--- src/rtl/div_unit.sv ---
// -----------------------------------------------------------------------------
// div_unit
// Multi-cycle restoring divider for the EX stage (DIV / DIVU).
// One quotient bit is produced per clock, MSB first, working on operand
// magnitudes; the signs are applied once all bits are in.
//
// Ports
//   clk           rising-edge clock
//   rst           synchronous, active-high reset
//   signed_div_i  1 = signed DIV, 0 = unsigned DIVU
//   opdata1_i     dividend
//   opdata2_i     divisor
//   start_i       request level, held high by EX until ready_o
//   annul_i       abort the division in flight
//   result_o      {remainder, quotient}; upper half to HI, lower half to LO
//   ready_o       result_o valid
// -----------------------------------------------------------------------------
module div_unit #(
  parameter int DATA_W = 32
) (
  input  logic                  clk,
  input  logic                  rst,
  input  logic                  signed_div_i,
  input  logic [DATA_W-1:0]     opdata1_i,
  input  logic [DATA_W-1:0]     opdata2_i,
  input  logic                  start_i,
  input  logic                  annul_i,
  output logic [2*DATA_W-1:0]   result_o,
  output logic                  ready_o
);

  localparam int CNT_W = $clog2(DATA_W + 1);
  localparam logic [CNT_W-1:0] LAST_CNT = CNT_W'(DATA_W);

  typedef enum logic [1:0] {
    DIV_FREE,
    DIV_BYZERO,
    DIV_ON,
    DIV_END
  } divState_t;

  divState_t           r_state;
  divState_t           w_nextState;

  logic [CNT_W-1:0]    r_count;
  logic                r_signed;
  logic                r_dvdNeg;
  logic                r_dvsNeg;
  logic [DATA_W-1:0]   r_dvd;
  logic [DATA_W-1:0]   r_dvs;
  logic [DATA_W-1:0]   r_rem;
  logic [DATA_W-1:0]   r_quot;
  logic [2*DATA_W-1:0] r_result;

  logic                w_accept;
  logic [DATA_W-1:0]   w_absDvd;
  logic [DATA_W-1:0]   w_absDvs;
  logic [DATA_W:0]     w_trial;
  logic [DATA_W-1:0]   w_sub;
  logic                w_quotBit;
  logic [DATA_W-1:0]   w_remNext;
  logic [DATA_W-1:0]   w_quotFixed;
  logic [DATA_W-1:0]   w_remFixed;

  // A request is taken only from DIV_FREE and only when not being annulled.
  assign w_accept = start_i && !annul_i;

  // Magnitudes are taken only for signed negatives; 0x80..0 negates to itself,
  // which is the correct magnitude when read as unsigned.
  assign w_absDvd = (signed_div_i && opdata1_i[DATA_W-1]) ? -opdata1_i : opdata1_i;
  assign w_absDvs = (signed_div_i && opdata2_i[DATA_W-1]) ? -opdata2_i : opdata2_i;

  // Restoring step: shift the next dividend bit into the partial remainder and
  // subtract the divisor if it fits. When it fits, the difference is below the
  // divisor, so the low DATA_W bits of the subtraction are exact.
  assign w_trial   = {r_rem, r_dvd[DATA_W-1]};
  assign w_quotBit = (w_trial >= {1'b0, r_dvs});
  assign w_sub     = w_trial[DATA_W-1:0] - r_dvs;
  assign w_remNext = w_quotBit ? w_sub : w_trial[DATA_W-1:0];

  // Quotient is negative when operand signs differ; remainder follows dividend.
  assign w_quotFixed = (r_signed && (r_dvdNeg ^ r_dvsNeg)) ? -r_quot : r_quot;
  assign w_remFixed  = (r_signed && r_dvdNeg) ? -r_rem : r_rem;

  // State register
  always_ff @(posedge clk) begin
    if (rst) begin
      r_state <= DIV_FREE;
    end else begin
      r_state <= w_nextState;
    end
  end

  // Next-state logic
  always_comb begin
    w_nextState = r_state;
    case (r_state)
      DIV_FREE: begin
        if (w_accept) begin
          w_nextState = (opdata2_i == '0) ? DIV_BYZERO : DIV_ON;
        end
      end
      DIV_BYZERO: begin
        w_nextState = annul_i ? DIV_FREE : DIV_END;
      end
      DIV_ON: begin
        if (annul_i) begin
          w_nextState = DIV_FREE;
        end else if (r_count == LAST_CNT) begin
          w_nextState = DIV_END;
        end
      end
      DIV_END: begin
        if (!start_i) begin
          w_nextState = DIV_FREE;
        end
      end
      default: w_nextState = DIV_FREE;
    endcase
  end

  // Outputs: ready is a pure decode of the registered state, and the result
  // register is kept at zero whenever the unit is not in DIV_END.
  always_comb begin
    ready_o  = (r_state == DIV_END);
    result_o = r_result;
  end

  // Datapath registers: operand capture, iteration and result load/clear.
  always_ff @(posedge clk) begin
    if (rst) begin
      r_count  <= '0;
      r_signed <= 1'b0;
      r_dvdNeg <= 1'b0;
      r_dvsNeg <= 1'b0;
      r_dvd    <= '0;
      r_dvs    <= '0;
      r_rem    <= '0;
      r_quot   <= '0;
      r_result <= '0;
    end else begin
      case (r_state)
        DIV_FREE: begin
          if (w_accept) begin
            r_count  <= '0;
            r_signed <= signed_div_i;
            r_dvdNeg <= opdata1_i[DATA_W-1];
            r_dvsNeg <= opdata2_i[DATA_W-1];
            r_dvd    <= w_absDvd;
            r_dvs    <= w_absDvs;
            r_rem    <= '0;
            r_quot   <= '0;
          end
          r_result <= '0;
        end
        DIV_BYZERO: begin
          r_result <= '0;
        end
        DIV_ON: begin
          if (annul_i) begin
            r_result <= '0;
          end else if (r_count != LAST_CNT) begin
            r_rem   <= w_remNext;
            r_dvd   <= {r_dvd[DATA_W-2:0], 1'b0};
            r_quot  <= {r_quot[DATA_W-2:0], w_quotBit};
            r_count <= r_count + 1'b1;
          end else begin
            r_result <= {w_remFixed, w_quotFixed};
          end
        end
        DIV_END: begin
          if (!start_i) begin
            r_result <= '0;
          end
        end
        default: r_result <= '0;
      endcase
    end
  end

endmodule

--- config.mk ---
export PLATFORM = sky130hd
export DESIGN_NAME = div_unit
export DESIGN_NICKNAME = d
export VERILOG_FILES = /design/src/rtl/div_unit.sv
export SDC_FILE = /design/constraint.sdc
export NUM_CORES = 1
export LEC_CHECK = 0
export BUFFER_PORTS_ARGS = -buffer_cell sky130_fd_sc_hd__buf_2
export CORE_ASPECT_RATIO = 1.1
export CORE_MARGIN = 3
export CORE_UTILIZATION = 55
export CTS_CLUSTER_DIAMETER = 80
export DETAILED_ROUTE_END_ITERATION = 8
export PLACE_DENSITY = 0.76
export REMOVE_ABC_BUFFERS = 1
export SYNTH_ARGS = -nofsm -noshare
export SYNTH_HDL_FRONTEND = slang
export SYNTH_SLANG_ARGS = --single-unit
--- constraint.sdc ---
create_clock -name clk -period 3.07 [get_ports clk]
set_input_delay 0.7675 -clock clk [delete_from_list [all_inputs] [get_ports clk]]
set_output_delay 0.7675 -clock clk [all_outputs]
set_load 0.02 [all_outputs]
==> results of run 1 <==
==> sequential cells by signal, indices dropped and copies added, names as in the netlist <==
name      flops
r_dvsNeg      1
r_signed      1
r_dvd        32
r_state       2
result_o     64
r_dvdNeg      1
r_rem        32
r_count       6
r_quot       32
r_dvs        32
==> kinds of logic (layout without fill, tap and decap cells) <==
family	count (synthesis)	count (layout)
mux	23	23
buf+inv	160	293
compound gates	438	438
flops	203	203
fa+ha+maj	42	42
xor+xnor	147	147
simple gates	546	546
==> through the flow <==
step           cell area, um^2  power [uW]
3_5_place_dp             13000        5714
4_1_cts                  13790        8596
5_1_grt                  13790        9077
6_report                 13790        8582
3_3_place_gp             13000        5668
2_1_floorplan            11530        4878
==> report_power, final <==
group,internal (uW),switching (uW),leakage (uW)
sequential,2820,108,0.00164
clock,1750,1130,0.000401
combinational,1020,1760,0.00353
==> worst register-to-register path: stages (launching register included) <==
cell     delay (ps)
dfxtp_1         370
or4_4           540
or3_4           350
or3_4           360
nor3b_4         240
nand2_2         110
nor4_4          290
a31oi_1         170
xor2_1          190
a22o_1          180
==> placed cells by master, fill, tap and decap left out, drive strengths merged, types with 41 or more instances in the layout <==
| cell | count |
|---|---|
| dfxtp | 203 |
| xnor2 | 76 |
| o21ai | 100 |
| inv | 68 |
| xor2 | 71 |
| nor2 | 152 |
| nand2 | 210 |
| a21oi | 160 |
| buf | 185 |
| nand3 | 53 |
| ha | 41 |
==> how the worst min path moves through the flow <==
stage                           startpoint                endpoint  slack (ps)
floorplan           r_dvs[31]$_SDFFE_PP0P_  r_dvs[31]$_SDFFE_PP0P_         430
global placement    r_dvd[20]$_SDFFE_PP0P_  r_dvd[20]$_SDFFE_PP0P_         440
detailed placement  r_dvd[13]$_SDFFE_PP0P_  r_dvd[13]$_SDFFE_PP0P_         440
CTS                 r_dvd[13]$_SDFFE_PP0P_  r_dvd[13]$_SDFFE_PP0P_         450
global route        r_dvd[21]$_SDFFE_PP0P_  r_dvd[21]$_SDFFE_PP0P_         480
finish              r_dvd[13]$_SDFFE_PP0P_  r_dvd[13]$_SDFFE_PP0P_         450
==> layer usage <==
| layer | global-route usage (%) | share of wire [%] | vias up |
|---|---|---|---|
| met4 | 6.330 | 1.9 | 2 |
| met2 | 39.88 | 44 | 362 |
| met3 | 3.632 | 7.0 | 42 |
| met5 | 0 | 0.042 | - |
| li1 | - | - | 5691 |
| met1 | 36.75 | 47 | 5226 |
==> cell type report <==
| type | count | area (um^2) | share of cell area (%) |
|---|---|---|---|
| clock buffer | 30 | 651.9 | 4.726 |
| clock inverter | 11 | 145.1 | 1.052 |
| inverter | 67 | 251.5 | 1.823 |
| multi-input combinational | 1196 | 7242 | 52.50 |
| sequential | 203 | 4064 | 29.46 |
| tap | 285 | 356.6 | 2.585 |
| timing repair buffer | 185 | 1084 | 7.855 |
==> metrics.md, run 1 <==
| Metric | Value |
|---|---|
| Outcome | `finished clean` |
| Top cells by area, synth | `dfxtp_1 34%, a21oi_1 6.7%, nand2_1 6.6%` |
| Static Leak | `0.005572 uW` |
| Initial Util | `56.82%` |
| Reg2reg path depth | `9` |
| VDD IR max | `0.3599 mV` |
| Syn-to-layout area delta | `16.05%` |
| Worst skew pair latency | `530 ps` |
| DPL Wire Length | `21900 um` |
| Worst reg2reg path startpoint | `r_quot[7]$_SDFFE_PP0P_` |
| Relative slew slack | `44.17%` |
| Largest family of logic cells by synthesized area | `compound AO/OA/AOI/OAI gates` |
| Die height | `160.2 um` |
| Resize count post-CTS | `0` |
| Total global-route track usage | `25.36%` |
| # fillers | `1874` |
| Mux contribution to synthesized area | `1.937%` |
| Final TNS setup | `0 ps` |
| Detail Route Antenna Nets | `0` |
| Post-layout util | `65.94%` |
| Hold depth | `2` |
| Residual DRC count | `0` |
| First-pass GRT wire length | `51220 um` |
| Clk slew on worst S/H paths | `60 ps` |
| Crit Path Class | `reg2reg` |
| Setup crit start kind | `flop` |
| Worst path most repeated cell | `or3_4` |
| CP Depth | `9` |
| CP Capture Type | `flop` |
| Diode count | `0` |
| Crit path from | `r_quot[7]$_SDFFE_PP0P_` |
| Commonest cells in the synthesized netlist | `209 x nand2_1, 203 x dfxtp_1, 160 x a21oi_1` |
| Xor and xnor area share after synthesis | `10.83%` |
| Total CTS buffers | `23` |
| Slowest cell delay on critical path | `540 ps` |
| Total of max-cap violations | `0` |
| Avg WL per Cell | `15.64 um` |
| WP buf/inv | `0` |
| Fin. max-slew vios | `0` |
| Synth Warn # | `0` |
| Vias per cell | `5.727` |
| Buffer count from post-CTS setup fixing | `0` |
| Fin crit period | `2913 ps` |
| Largest net degree at the start of global routing | `142` |
| Pre-CTS setup slack | `58.07 ps` |
| Non-filler instance count after layout | `1977` |
| Post-synthesis cell area | `11890 um^2` |
| Port buffer count | `133` |
| Post-synthesis adder-cell area fraction | `4.484%` |
| Asr flop ratio synth | `0%` |
| Synthesized area per cell | `7.624 um^2` |
| Post-synthesis compound-gate area fraction | `22.54%` |
| Peak Freq | `343.3 MHz` |
| Cell type with the largest total area after synthesis | `dfxtp_1` |
| Worst endpoint required time | `3490 ps` |
| Die area | `23410 um^2` |
| Drt first pass iters | `5` |
| CTS Sinks | `203` |
| RR Endpoint | `result_o[31]$_SDFFE_PP0P_` |
| Cells after synthesis | `1559` |
| Ports | `134` |
| Routed Wire Length | `30930 um` |
| # hold bufs at CTS | `0` |
| Least-Margin Pin Slew | `835.4 ps` |
| Count leader, synth | `nand2_1` |
| Placed Instances | `1936` |
| Worst hold slack | `451.0 ps` |
| CTS tree | `yes` |
| Vias post-DR | `11323` |
| Synth Area in Simple Gates | `20.91%` |
| RSZ-0062 raised after global routing | `no` |
| Seq cells post-synth | `203` |
| Vias in the first global route | `10441` |
| Flop2flop setup slack | `160 ps` |
| Row count | `55` |
| Final Cycle Share | `94.88%` |
| Post-synthesis cell type count | `61` |
| Hold Violations, Final | `0` |
| Final setup violation count | `0` |
| Seq/Total Area, Yosys | `34.19%` |
| CP arrival | `3330 ps` |
| EDFF count, synth | `0` |
| Yosys top cell area share | `34.19%` |
| CTS root buffer | `clkbuf_16` |
| Total global routing overflow | `0` |
| HP Class | `reg2reg` |
| Bufs on Longest Clock Path | `3` |
| Iter 0 DRT Violations | `861` |
| Nets@finish | `1787` |
| Die X | `146.2 um` |
| Slowest CP cell | `or4_4` |
| Post-synth top flop | `dfxtp_1` |
| Pwr/cell area | `622.1 nW/um^2` |
| Crit path max fanout | `6` |
| GPL Wtd Cong | `0.9403` |
| Cell Chain, Critical Path | `or4_4 > or3_4 > or3_4 > nor3b_4 > nand2_2 > nor4_4 > a31oi_1 > xor2_1 > a22o_1` |
| Final clock skew | `14.23 ps` |
| Critical path's top delay family | `simple AND/OR/NAND/NOR gates` |
| Htree depth | `1` |
| Crit path capture | `result_o[31]$_SDFFE_PP0P_` |
| Initial antenna violation count | `1` |
| Layout cells sized above 1 | `14.66%` |
| Core area | `20920 um^2` |
| Final WS setup | `157.3 ps` |
No activity file was read; power rests on OpenSTA's default activity.
==> inputs of run 2 (changes only) <==
Settings changed: CORE_UTILIZATION 55 to 45, PLACE_DENSITY 0.76 to not set.
==> metrics.md, run 2 (same netlist as run 1, synthesis figures left out) <==
| Metric | Value |
|---|---|
| Vias in the first global route | `10257 (was 10441)` |
| Avg WL per Cell | `15.38 um (was 15.64 um)` |
| Fin. max-slew vios | `0 (unchanged)` |
| Hold Violations, Final | `0 (unchanged)` |
| RSZ-0062 raised after global routing | `no (unchanged)` |
| Pint | `5466 uW (was 5586 uW)` |
| GPL Wtd Cong | `0.8954 (was 0.9403)` |
| Relative slew slack | `48.51% (was 44.17%)` |
| Die area | `28400 um^2 (was 23410 um^2)` |
| First-pass GRT wire length | `51930 um (was 51220 um)` |
| Port buffer count | `133 (unchanged)` |
| Total global-route track usage | `21.62% (was 25.36%)` |
| Buffer count from post-CTS setup fixing | `0 (unchanged)` |
| Outcome | `finished clean (unchanged)` |
| Largest net degree at the start of global routing | `67 (was 142)` |
| Syn-to-layout area delta | `16.80% (was 16.05%)` |
| Least-Margin Pin Slew | `770.5 ps (was 835.4 ps)` |
| Worst skew pair latency | `510 ps (was 530 ps)` |
| Routed Wire Length | `31430 um (was 30930 um)` |
| Setup crit start kind | `flop (unchanged)` |
| Core area | `25640 um^2 (was 20920 um^2)` |
| CTS Sinks | `203 (unchanged)` |
| Residual DRC count | `0 (unchanged)` |
| Peak Freq | `346.9 MHz (was 343.3 MHz)` |
| Combinational power share | `33.2% (was 32.3%)` |
| CTS tree | `yes (unchanged)` |
| Initial Util | `46.35% (was 56.82%)` |
| Hold Path Origin | `r_dvd[13]$_SDFFE_PP0P_ (unchanged)` |
| Max reg flops | `64 (unchanged)` |
| Final setup violation count | `0 (unchanged)` |
| Sequential Power Share | `34.6% (was 34.1%)` |
| Fin crit period | `2883 ps (was 2913 ps)` |
| Layout cells sized above 1 | `15.03% (was 14.66%)` |
| Final Cycle Share | `93.91% (was 94.88%)` |
| Final clock skew | `9.093 ps (was 14.23 ps)` |
| Drt first pass iters | `5 (unchanged)` |
| Final Power | `8459 uW (was 8582 uW)` |
| Worst endpoint required time | `3470 ps (was 3490 ps)` |
| Flop2flop setup slack | `190 ps (was 160 ps)` |
| # hold bufs at CTS | `0 (unchanged)` |
| CTS root buffer | `clkbuf_16 (unchanged)` |
| Detail Route Antenna Nets | `0 (unchanged)` |
| Switching portion of total power | `35.38% (was 34.91%)` |
| Clk slew on worst S/H paths | `60 ps (about the same)` |
| Hold EP | `r_dvd[13]$_SDFFE_PP0P_ (unchanged)` |
| Worst reg2reg path startpoint | `r_quot[7]$_SDFFE_PP0P_ (unchanged)` |
| CP Capture Type | `flop (unchanged)` |
| Hold depth | `2 (unchanged)` |
| Ports | `134 (unchanged)` |
| Total of max-cap violations | `0 (unchanged)` |
| Net switching power | `2993 uW (was 2996 uW)` |
| Iter 0 DRT Violations | `466 (was 861)` |
| DPL Wire Length | `22980 um (was 21900 um)` |
| Htree depth | `1 (unchanged)` |
| RR Endpoint | `result_o[31]$_SDFFE_PP0P_ (unchanged)` |
| Die height | `176.5 um (was 160.2 um)` |
| Row count | `61 (was 55)` |
| Pwr/cell area | `609.3 nW/um^2 (was 622.1 nW/um^2)` |
| HP Class | `reg2reg (unchanged)` |
| Clk pwr share | `32.2% (was 33.6%)` |
| Final TNS setup | `0 ps (unchanged)` |
| Vias per cell | `5.362 (was 5.727)` |
| Vias post-DR | `10959 (was 11323)` |
| VDD IR max | `0.3669 mV (was 0.3599 mV)` |
| Initial antenna violation count | `1 (unchanged)` |
| Reg2reg path depth | `9 (unchanged)` |
| Total CTS buffers | `24 (was 23)` |
| Crit path max fanout | `6 (unchanged)` |
| Total global routing overflow | `0 (unchanged)` |
| CP arrival | `3290 ps (was 3330 ps)` |
| Commonest non-fill, non-tap cell in the layout | `nand2_1 (unchanged)` |
| Nets@finish | `1793 (was 1787)` |
| Die X | `161.0 um (was 146.2 um)` |
| Static Leak | `0.005568 uW (was 0.005572 uW)` |
| Leading cell types in the layout, fill and taps excluded | `209 x nand2_1, 203 x dfxtp_1, 160 x a21oi_1 (unchanged)` |
| Bufs on Longest Clock Path | `3 (unchanged)` |
| Resize count post-CTS | `0 (unchanged)` |
| Crit Path Class | `reg2reg (unchanged)` |
-- run 2: cell types whose count changed in the layout (fill, tap and decap cells not counted), moves of 2 or more --
cell | previous run | this run
bufinv_16 | 3 | 0
ha_1 | 40 | 38
clkbuf_8 | 5 | 7
clkinv_2 | 7 | 4
clkinvlp_4 | 0 | 2
ha_2 | 1 | 3
buf_4 | 51 | 56
-- run 2: metal layers --
metal,global-route usage (%),vias up,part of all wire (%)
met5,0,-,0
li1,-,5730,-
met4,4.087,0,1.2
met2,34.89,209,44
met3,2.346,24,4.3
met1,31.56,4996,50
-- run 2: cell type report --
cell class | count | area (um^2)
Antenna cell | 1 | 2.502
Clock buffer | 33 | 704.4
Clock inverter | 8 | 60.06
Fill cell | 2581 | 11760
Inverter | 67 | 251.5
Multi-Input combinational cell | 1196 | 7247
Sequential cell | 203 | 4064
Tap cell | 346 | 432.9
Timing Repair Buffer | 190 | 1121
-- run 2: how the worst max path moves through the flow --
stage | from | end | slack, ps | depth (start not counted)
after floorplan | annul_i | r_rem[24]$_SDFFE_PP0P_ | -1800 | 8
after global placement | opdata1_i[16] | r_dvd[25]$_SDFFE_PP0P_ | 50 | 10
after detailed placement | opdata1_i[16] | r_dvd[25]$_SDFFE_PP0P_ | 60 | 10
after CTS | r_quot[7]$_SDFFE_PP0P_ | result_o[31]$_SDFFE_PP0P_ | 190 | 9
after global routing | r_rem[10]$_SDFFE_PP0P_ | r_rem[28]$_SDFFE_PP0P_ | 3 | 10
final | r_quot[7]$_SDFFE_PP0P_ | result_o[31]$_SDFFE_PP0P_ | 190 | 9
-- run 2: power groups by stage --
| stage | registers (uW) | clock network [uW] | logic (uW) |
|---|---|---|---|
| CTS | 2930 | 2790 | 2810 |
| finish | 2930 | 2730 | 2810 |
| floorplan | 2950 | 0 | 1920 |
| global route | 2950 | 2900 | 3140 |
| detailed placement | 2980 | 0 | 2800 |
| global placement | 2970 | 0 | 2800 |
-- run 2: metrics by stage --
stage	utilization [%]	hold WS [ps]	setup WS, ps	area, um^2	std cells
2_1_floorplan	-	425.8	-1799	11530	1466
3_3_place_gp	51.13	438.8	49.84	13110	2002
3_5_place_dp	51.13	445.3	55.98	13110	2002
4_1_cts	54.11	453.4	187.1	13880	2043
5_1_grt	54.14	468.4	3.141	13880	2044
6_report	54.14	452.3	187.0	13880	2044
-- run 2: worst max-delay path, stage by stage, from the launching register on --
cell	delay, ps
dfxtp_1	360
or4_4	540
or3_4	350
or3_4	360
nor3b_4	240
nand2_2	100
nor4_4	300
a31oi_1	160
xor2_1	180
a22o_1	180
==> inputs of run 3 (changes only) <==
Settings changed: CTS_BUF_LIST set to sky130_fd_sc_hd__clkbuf_8.
==> metrics.md, run 3 (same netlist as run 1, synthesis figures left out) <==
| Metric | Value |
|---|---|
| Outcome | `finished clean (unchanged)` |
| Iter 0 DRT Violations | `391 (was 466)` |
| Initial antenna violation count | `1 (unchanged)` |
| GPL Wtd Cong | `0.8954 (unchanged)` |
| Vias post-DR | `11072 (was 10959)` |
| Post-layout util | `53.96% (was 54.14%)` |
| CTS tree | `yes (unchanged)` |
| Row count | `61 (unchanged)` |
| CTS Sinks | `203 (unchanged)` |
| Final TNS setup | `0 ps (unchanged)` |
| Worst endpoint required time | `3500 ps (was 3470 ps)` |
| Htree depth | `2 (was 1)` |
| HP Class | `reg2reg (unchanged)` |
| Final setup violation count | `0 (unchanged)` |
| Ports | `134 (unchanged)` |
| Detail Route Antenna Nets | `0 (unchanged)` |
| Slowest cell delay on critical path | `540 ps (about the same)` |
| Least-Margin Pin Slew | `827.5 ps (was 770.5 ps)` |
| Non-filler instance count after layout | `2067 (was 2044)` |
| Slowest CP cell | `or4_4 (unchanged)` |
| Bufs on Longest Clock Path | `3 (unchanged)` |
| Die X | `161.0 um (unchanged)` |
| Max reg flops | `64 (unchanged)` |
| CP arrival | `3300 ps (was 3290 ps)` |
| Die area | `28400 um^2 (unchanged)` |
| Static Leak | `0.005612 uW (was 0.005568 uW)` |
| Port buffer count | `133 (unchanged)` |
| Core area | `25640 um^2 (unchanged)` |
| Vias per cell | `5.357 (was 5.362)` |
| Final clock skew | `25.65 ps (was 9.093 ps)` |
| Total CTS buffers | `36 (was 24)` |
| DPL Wire Length | `22980 um (unchanged)` |
| Buffer count from post-CTS setup fixing | `0 (unchanged)` |
| Largest net degree at the start of global routing | `67 (unchanged)` |
| Layout cells sized above 1 | `15.47% (was 15.03%)` |
| Nets@finish | `1805 (was 1793)` |
| Commonest non-fill, non-tap cell in the layout | `nand2_1 (unchanged)` |
| Pwr/cell area | `592.7 nW/um^2 (was 609.3 nW/um^2)` |
| Total global routing overflow | `0 (unchanged)` |
| CTS root buffer | `clkbuf_8 (was clkbuf_16)` |
| Final Cycle Share | `93.37% (was 93.91%)` |
| Clk slew on worst S/H paths | `60 ps (about the same)` |
| RSZ-0062 raised after global routing | `no (unchanged)` |
| Initial Util | `46.35% (unchanged)` |
| Worst skew pair latency | `540 ps (was 510 ps)` |
| Crit path max fanout | `6 (unchanged)` |
| VDD IR max | `0.3418 mV (was 0.3669 mV)` |
| CP Capture Type | `flop (unchanged)` |
| Leading cell types in the layout, fill and taps excluded | `209 x nand2_1, 203 x dfxtp_1, 160 x a21oi_1 (unchanged)` |
| Fin. max-slew vios | `0 (unchanged)` |
| Total of max-cap violations | `0 (unchanged)` |
| Relative slew slack | `44.70% (was 48.51%)` |
| Die height | `176.5 um (unchanged)` |
| Routed Wire Length | `31430 um (about the same)` |
| Hold Violations, Final | `0 (unchanged)` |
| Worst path most repeated cell | `or3_4 (unchanged)` |
| Crit Path Class | `reg2reg (unchanged)` |
| Vias in the first global route | `10387 (was 10257)` |
| Total global-route track usage | `21.87% (was 21.62%)` |
| Fin crit period | `2866 ps (was 2883 ps)` |
| Drt first pass iters | `5 (unchanged)` |
| Avg WL per Cell | `15.20 um (was 15.38 um)` |
| Peak Freq | `348.9 MHz (was 346.9 MHz)` |
| Setup crit start kind | `flop (unchanged)` |
| Placed Instances | `2002 (unchanged)` |
| Cell Chain, Critical Path | `or4_4 > or3_4 > or3_4 > nor3b_4 > nand2_2 > nor4_4 > a31oi_1 > xor2_1 > a22o_1 (unchanged)` |
| Residual DRC count | `0 (unchanged)` |
| Syn-to-layout area delta | `16.41% (was 16.80%)` |
| First-pass GRT wire length | `52050 um (was 51930 um)` |
[run 3: final timing paths]
kind                                             endpoint                   start  slack [ps]  cells past startpoint
worst min-delay path               r_dvd[13]$_SDFFE_PP0P_  r_dvd[13]$_SDFFE_PP0P_         450                      2
worst max register to register  result_o[31]$_SDFFE_PP0P_  r_quot[7]$_SDFFE_PP0P_         200                      9
worst max-delay path            result_o[31]$_SDFFE_PP0P_  r_quot[7]$_SDFFE_PP0P_         200                      9
worst min register to register     r_dvd[13]$_SDFFE_PP0P_  r_dvd[13]$_SDFFE_PP0P_         450                      2
[run 3: critical path, delay by kind of cell (launching register included)]
| kind | cells | cell delay [ps] |
|---|---|---|
| AND/OR/NAND/NOR | 6 | 1890 |
| AO/OA/AOI/OAI | 2 | 340 |
| XOR/XNOR | 1 | 180 |
| flip-flops | 1 | 360 |
[run 3: per-layer routing]
layer	GRT usage [%]	vias to the layer above	wire [um]
met3	3.214	40	1717
met5	0	-	0
met4	5.342	0	434
met2	34.84	272	13800
met1	31.29	5000	15480
li1	-	5760	-
[run 3: metrics by stage]
stage / setup slack (ps) / cell area (um^2) / total power (uW) / hold slack, ps
after CTS: 208.5 / 13830 / 8283 / 452.7
final: 203.5 / 13840 / 8201 / 450.7
after detailed placement: 55.98 / 13110 / 5778 / 445.3
after global routing: 9.257 / 13840 / 8754 / 468.8
after floorplan: -1799 / 11530 / 4878 / 425.8
after global placement: 49.84 / 13110 / 5769 / 438.8
[run 3: repair_timing]
item / 4_1_cts / 5_1_grt
setup endpoints to repair: 0 / 2
gates resized for setup: 0 / 2
hold buffers: 0 / 0
[run 3: report_power, final]
group	leakage (uW)	internal (uW)	switching (uW)
Sequential	0.00164	2820	108
Combinational	0.00355	1050	1760
Clock	0.000420	1350	1120
Total	0.00561	5220	2980
[run 3: layout make-up]
cell class	instances	area, um^2
multi-input cells	1196	7247
clock inverters	18	85.08
repair buffers	190	1121
well taps	346	432.9
fillers	2601	11810
clock buffers	46	633.1
flip-flops and latches	203	4064
diodes	1	2.502
inverters	67	251.5
